==> config.mk <==
export PLATFORM = sky130hd
export DESIGN_NAME = gs_cfg_seq
export DESIGN_NICKNAME = d
export VERILOG_FILES = /design/src/rtl/gs_pkg.sv /design/src/rtl/sync2.sv /design/src/rtl/gs_cfg_seq.sv
export SDC_FILE = /design/constraint.sdc
export NUM_CORES = 1
export LEC_CHECK = 0
export CORE_ASPECT_RATIO = 1.4
export CORE_MARGIN = 4
export CORE_UTILIZATION = 48
export CTS_CLUSTER_DIAMETER = 150
export CTS_CLUSTER_SIZE = 10
export DETAILED_ROUTE_END_ITERATION = 8
export PLACE_DENSITY = 0.74
export SYNTH_ARGS = -nofsm -noshare
export SYNTH_HDL_FRONTEND = slang
export SYNTH_HIERARCHICAL = 1
export SYNTH_SLANG_ARGS = --single-unit
==> constraint.sdc <==
create_clock -name clkin -period 1.8 [get_ports clkin]
set_input_delay 0.36 -clock clkin [delete_from_list [all_inputs] [get_ports clkin]]
set_output_delay 0.36 -clock clkin [all_outputs]
set_load 0.03 [all_outputs]
==> src/rtl/gs_pkg.sv <==
// Shared definitions for the GS board FPGA configuration sequencer.
package gs_pkg;

   // Sequencer state encoding, also exported on the Z80 status port
   typedef enum logic [2:0] {
      ST_CFGLOW  = 3'd0,
      ST_WSTAT   = 3'd1,
      ST_LOAD    = 3'd2,
      ST_INIT    = 3'd3,
      ST_WARMRST = 3'd4,
      ST_RUN     = 3'd5,
      ST_RETRY   = 3'd6,
      ST_FAIL    = 3'd7
   } cfg_state_e;

   localparam int unsigned CFG_LOW_CYC_DEF = 64;
   localparam int unsigned TMO_W_DEF       = 22;
   localparam int unsigned RST_CYC_DEF     = 15;
   localparam int unsigned MAX_RETRY_DEF   = 3;

endpackage

==> src/rtl/sync2.sv <==
// Two-flop synchronizer for asynchronous pad inputs.
module sync2 (
   input  logic clk,
   input  logic rst_n,
   input  logic d,
   output logic q
);

   logic meta_q;
   logic sync_q;

   // Double-register the pad to settle metastability
   always_ff @(posedge clk or negedge rst_n) begin
      if (!rst_n) begin
         meta_q <= 1'b0;
         sync_q <= 1'b0;
      end else begin
         meta_q <= d;
         sync_q <= meta_q;
      end
   end

   assign q = sync_q;

endmodule

==> src/rtl/gs_cfg_seq.sv <==
// ACEX1K configuration / warm-reset sequencer with retry and watchdog.
module gs_cfg_seq
   import gs_pkg::*;
#(
   parameter int unsigned CFG_LOW_CYC = CFG_LOW_CYC_DEF,
   parameter int unsigned TMO_W       = TMO_W_DEF,
   parameter int unsigned RST_CYC     = RST_CYC_DEF,
   parameter int unsigned MAX_RETRY   = MAX_RETRY_DEF
) (
   input  logic       clkin,
   input  logic       coldres_n,
   input  logic       status_n,
   input  logic       conf_done,
   input  logic       init_done,
   input  logic       reconf_req,
   input  logic       clr_cold,
   output logic       config_n,
   output logic       cs,
   output logic       warmres_n,
   output logic [2:0] cfg_state,
   output logic       cfg_err,
   output logic       cold_flag
);

   localparam int unsigned RTY_W = $clog2(MAX_RETRY + 1);
   localparam logic [TMO_W-1:0] CFG_LAST = TMO_W'(CFG_LOW_CYC - 1);
   localparam logic [TMO_W-1:0] RST_LAST = TMO_W'(RST_CYC - 1);
   // Wait states last 2^TMO_W-1 cycles before the watchdog fires
   localparam logic [TMO_W-1:0] TMO_LAST = TMO_W'((64'd1 << TMO_W) - 64'd2);
   localparam logic [RTY_W-1:0] RTY_LAST = RTY_W'(MAX_RETRY - 1);

   logic s_status_n, s_conf_done, s_init_done;

   cfg_state_e       state_q, state_d;
   logic [TMO_W-1:0] cnt_q, cnt_d;
   logic [RTY_W-1:0] retry_q, retry_d;
   logic             stat_prev_q, stat_prev_d;
   logic             config_n_q, config_n_d;
   logic             cs_q, cs_d;
   logic             warmres_n_q, warmres_n_d;
   logic             cfg_err_q, cfg_err_d;
   logic             cold_flag_q, cold_flag_d;
   logic             tmo;

   sync2 u_sync_status (.clk(clkin), .rst_n(coldres_n), .d(status_n),  .q(s_status_n));
   sync2 u_sync_conf   (.clk(clkin), .rst_n(coldres_n), .d(conf_done), .q(s_conf_done));
   sync2 u_sync_init   (.clk(clkin), .rst_n(coldres_n), .d(init_done), .q(s_init_done));

   assign tmo = (cnt_q == TMO_LAST);

   // Next-state, counters and registered output values
   always_comb begin
      state_d     = state_q;
      retry_d     = retry_q;
      cnt_d       = cnt_q;
      stat_prev_d = s_status_n;
      cfg_err_d   = cfg_err_q;
      cold_flag_d = clr_cold ? 1'b0 : cold_flag_q;

      // Later assignments win: watchdog first, then the state's own progress
      case (state_q)
         ST_CFGLOW:  if (cnt_q == CFG_LAST) state_d = ST_WSTAT;
         ST_WSTAT: begin
            if (tmo)        state_d = ST_RETRY;
            if (s_status_n) state_d = ST_LOAD;
         end
         ST_LOAD: begin
            if (tmo || !s_status_n) state_d = ST_RETRY;
            if (s_conf_done)        state_d = ST_INIT;
         end
         ST_INIT: begin
            if (tmo)         state_d = ST_RETRY;
            if (s_init_done) state_d = ST_WARMRST;
         end
         ST_WARMRST: if (cnt_q == RST_LAST) state_d = ST_RUN;
         ST_RUN: begin
            retry_d = '0;
            if (stat_prev_q && !s_status_n) state_d = ST_RETRY;
            if (reconf_req)                 state_d = ST_CFGLOW;
         end
         ST_RETRY: begin
            retry_d = retry_q + RTY_W'(1);
            state_d = (retry_q >= RTY_LAST) ? ST_FAIL : ST_CFGLOW;
         end
         ST_FAIL: begin
            if (reconf_req) begin
               retry_d = '0;
               state_d = ST_CFGLOW;
            end
         end
         default: state_d = ST_CFGLOW;
      endcase

      // Shared timer: cleared on every state change, runs only in timed states
      if (state_d != state_q) begin
         cnt_d = '0;
      end else if (state_q inside {ST_CFGLOW, ST_WSTAT, ST_LOAD, ST_INIT, ST_WARMRST}) begin
         cnt_d = cnt_q + TMO_W'(1);
      end

      if (state_d == ST_RETRY)    cfg_err_d = 1'b1;
      else if (state_d == ST_RUN) cfg_err_d = 1'b0;

      config_n_d  = (state_d != ST_CFGLOW);
      cs_d        = (state_d == ST_WARMRST) || (state_d == ST_RUN);
      warmres_n_d = !((state_d == ST_CFGLOW) || (state_d == ST_WARMRST));
   end

   // State, counters and output registers
   always_ff @(posedge clkin or negedge coldres_n) begin
      if (!coldres_n) begin
         state_q     <= ST_CFGLOW;
         cnt_q       <= '0;
         retry_q     <= '0;
         stat_prev_q <= 1'b0;
         config_n_q  <= 1'b0;
         cs_q        <= 1'b0;
         warmres_n_q <= 1'b0;
         cfg_err_q   <= 1'b0;
         cold_flag_q <= 1'b1;
      end else begin
         state_q     <= state_d;
         cnt_q       <= cnt_d;
         retry_q     <= retry_d;
         stat_prev_q <= stat_prev_d;
         config_n_q  <= config_n_d;
         cs_q        <= cs_d;
         warmres_n_q <= warmres_n_d;
         cfg_err_q   <= cfg_err_d;
         cold_flag_q <= cold_flag_d;
      end
   end

   assign config_n  = config_n_q;
   assign cs        = cs_q;
   assign warmres_n = warmres_n_q;
   assign cfg_state = state_q;
   assign cfg_err   = cfg_err_q;
   assign cold_flag = cold_flag_q;

endmodule

==> flow_summary_export.csv <==
group,metric,value,unit
status,outcome,"complete, but fails checks",
status,failed_checks,"negative setup slack",
timing,slew_headroom,70.07,%
detailed_routing,detailed_routing_iteration_count_for_the_pre_antenna_repair_pass,4,
detailed_routing,post_drt_via_cell_ratio,5.482,
placed_design,place_congestion,0.8661,
global_routing,global_route_wire_length_before_repair,8887,um
detailed_routing,drc_violation_total_after_the_first_tritonroute_iteration,89,
detailed_routing,via_count,1875,
logic_synthesis,synth_cells,209,
placed_design,dp_cells,324,
die,placementRows,29,
logic_synthesis,synth.ff_latch_count,39,
die,die_w,66.61,um
timing,final-setup-viol-count,26,
logic_synthesis,yosys_most_used_dff,"dfrtp_1",
die,design.portCount,15,
run,maxCapViolations,0,
logic_synthesis,post-synth-top-count-cell,"dfrtp_1",
die,floorplan.die_area,0.005999,mm^2
clock_tree,tritoncts,"built",
detailed_routing,route.antenna.remaining_nets,0,
logic_synthesis,post_synth_instance_area,0.002308,mm^2
global_routing,globalRoute.totalOverflow,0,
logic_synthesis,synth_top_cells_by_count,"dfrtp_1 (38), a21oi_2 (20), nand2_1 (14), xnor2_1 (13), nand4_1 (9)",
setup_path,worst_ep_required_time,2.02,ns
logic_synthesis,top_cell_type_s_share_of_synthesized_area,41.19,%
timing,setup_ws_final,-0.1037,ns
detailed_routing,avgRoutedWirePerCell,15.73,um
logic_synthesis,synth_nets,219,
timing,final.min_clock_period,1.904,ns
timing,fmaxAchievable,0.5253,GHz
power,cellLeakagePower,1.340,nW
clock_tree,worstSkewPairLatency,0.29,ns
logic_synthesis,yosys.area.top_type,"dfrtp_1",
clock_tree,cts-buffers-inserted,5,
setup_path,crit_path_top_delay_cell,"dfrtp_1",
timing,timing.final.crit_share,105.8,%
setup_path,cp_cell_sequence,"inv_2, ha_4, and4bb_1, o2111ai_2, o211a_4, a21o_4, clkbuf_16, a21oi_2",
timing,report.final.slew_viol_count,0,
min_path,worst_hold_path_type,"in -> async",
setup_path,reg2reg_depth,8,
power,irDropWorstVdd,0.6895,mV
clock_tree,path_clk_slew,0.07,ns
final_layout,antenna-diode-count,0,
global_routing,first_global_vias,1973,
timing,hold_violations,0,
die,floorplan.die.height,90.06,um
timing,timing.hold.ws,0.005812,ns
detailed_routing,drcViolationCount,0,
logic_synthesis,synth-seq-area-share,42.33,%
setup_path,critPathArrivalTime,2.12,ns
timing,worst_pin_slew,0.4489,ns
logic_synthesis,syn_avg_cell_area,11.05,um^2
setup_path,critical_path.endpoint_type,"flop",
final_layout,post_route_cells_drive_above_1_share,44.29,%
logic_synthesis,ys.warnings.count,6,
timing,worst_clock_skew,0.008396,ns
placed_design,dpl_worst_slack,-0.2923,ns
global_routing,antenna_found_initial,0,
logic_synthesis,asyncSetResetFlopFracSynth,100.0,%
final_layout,final_nets,289,
clock_tree,htreeDepth,2,
logic_synthesis,synth_top_cells_by_area,"dfrtp_1 (41%), a21oi_2 (7.6%), xnor2_1 (4.9%), buf_6 (3.4%), xor2_1 (3.0%)",
final_layout,finish.utilization,68.31,%
timing,rsz0062_at_grt,"yes",
logic_synthesis,synth_edf_count,0,
setup_path,cp-start-kind,"flop",
power,pwr_density_cell,1311,mW/mm^2
setup_path,critPathKind,"reg -> reg",
placed_design,place.port_buffers,14,
clock_tree,clkSinkCount,39,
logic_synthesis,synthDistinctLibCells,53,
global_routing,grt_max_degree,24,
global_routing,global_route.usage.total,18.91,%
timing,tns,-1.976,ns
die,initial_utilization,50.10,%
die,core_region_area,0.004608,mm^2
setup_path,worst-path-max-fanout,5,
clock_tree,cts.hold.buffers_added,0,
placed_design,dp.final_hpwl,3872,um
final_layout,flow.area_growth_from_synthesis,36.37,%
clock_tree,clock-root-buffer,"clkbuf_8",
final_layout,layoutNonFillerInstCount,342,
clock_tree,cts-root-to-sink-buffers,2,
detailed_routing,drt_wl_total,5379,um
setup_path,slowest_delay,0.42,ns
## placed cells by master (no fill, tap or decap), types with 2 or more instances in the layout
cell type	synthesis	layout
buf_4	1	48
dfrtp_1	38	35
a21oi_2	20	21
nand2_1	14	14
xnor2_1	13	13
clkdlybuf4s50_1	0	10
nand4_1	9	9
xor2_1	8	8
nor2_1	7	7
nor4_1	8	7
nand3_1	8	6
buf_12	0	6
and3_1	5	5
a21oi_1	6	5
clkbuf_8	0	5
inv_2	1	4
inv_1	7	4
nand2b_1	4	4
nor3_1	5	4
nand3_2	1	3
nor2b_1	3	3
and4_1	3	3
dfrtp_2	0	3
dlygate4sd2_1	0	3
a211oi_2	1	2
a311oi_2	0	2
and2_4	0	2
nor4bb_1	2	2
o21ai_0	2	2
ha_4	0	2
clkbuf_1	0	2
buf_6	7	2
## worst max-delay path: cells and delay by family (launching register included)
kind,cells,cell delay [ns]
AOI/OAI and AO/OA,4,0.80
DFF,1,0.42
buffers and inverters,2,0.26
and+or+nand+nor,1,0.21
adders and majority gates,1,0.16
## worst paths after layout
check,slack [ns],start,endpoint
max,-0.10,cnt_q[0]$_DFFE_PN0P_,cnt_q[7]$_DFFE_PN0P_
min,0.006,coldres_n,cnt_q[21]$_DFFE_PN0P_
max reg2reg,-0.10,cnt_q[0]$_DFFE_PN0P_,cnt_q[7]$_DFFE_PN0P_
min reg2reg,0.35,u_sync_status/meta_q$_DFF_PN0_,u_sync_status/q$_DFF_PN0_
max in group asynchronous,1.25,coldres_n,cold_flag$_DFFE_PN1P_
min in group clkin,0.35,u_sync_status/meta_q$_DFF_PN0_,u_sync_status/q$_DFF_PN0_
## state kept, by name, summed over array words and instances (netlist names)
signal                count
u_sync_status/meta_q      1
cold_flag                 1
cfg_err                   1
u_sync_conf/q             1
warmres_n                 1
stat_prev_q               1
u_sync_conf/meta_q        1
retry_q                   2
cnt_q                    22
u_sync_init/q             1
u_sync_status/q           1
cs                        1
config_n                  1
cfg_state                 3
u_sync_init/meta_q        1
## layout make-up
type | count | area, um^2
Sequential cell | 39 | 980.9
Multi-Input combinational cell | 154 | 1319
Tap cell | 62 | 77.57
Clock buffer | 7 | 76.32
Timing Repair Buffer | 71 | 659.4
Fill cell | 345 | 1460
Clock inverter | 1 | 5.005
Inverter | 8 | 30.03
## repair_timing
| action | in CTS | in global routing |
|---|---|---|
| pin swaps | 3 | 9 |
| buffers inserted | 7 | 3 |
| resized for setup | 18 | 9 |
| setup endpoints to repair | 32 | 30 |
| cloned | 0 | 1 |
## routing by layer
layer | routed length (um) | GRT usage (%) | vias up
met5 | 0 | 0 | -
met4 | 170 | 8.305 | 0
met3 | 130 | 3.491 | 16
met2 | 2972 | 32.95 | 29
met1 | 2106 | 21.82 | 920
li1 | - | - | 910
## power by group
group,total (mW),internal (mW),switching [mW]
clock,0.556,0.272,0.284
sequential,1.14,1.01,0.135
combinational,2.43,1.21,1.22
## metrics by stage
stage	area, um^2	power [mW]
2_1_floorplan	2322	2.468
3_3_place_gp	2869	3.181
3_5_place_dp	2869	3.217
4_1_cts	3055	3.982
5_1_grt	3148	4.406
6_report	3148	4.126
## cell families after synthesis
logic type	after synthesis	synth area share (%)
AND/OR/NAND/NOR	84	23.96
multiplexers	1	0.4336
buffers and inverters	16	5.041
AO/OA/AOI/OAI	45	18.65
adder cells (fa/ha/maj)	3	1.626
XOR/XNOR	21	7.968
flip-flops	39	42.33
No activity file was read; power rests on OpenSTA's default activity.
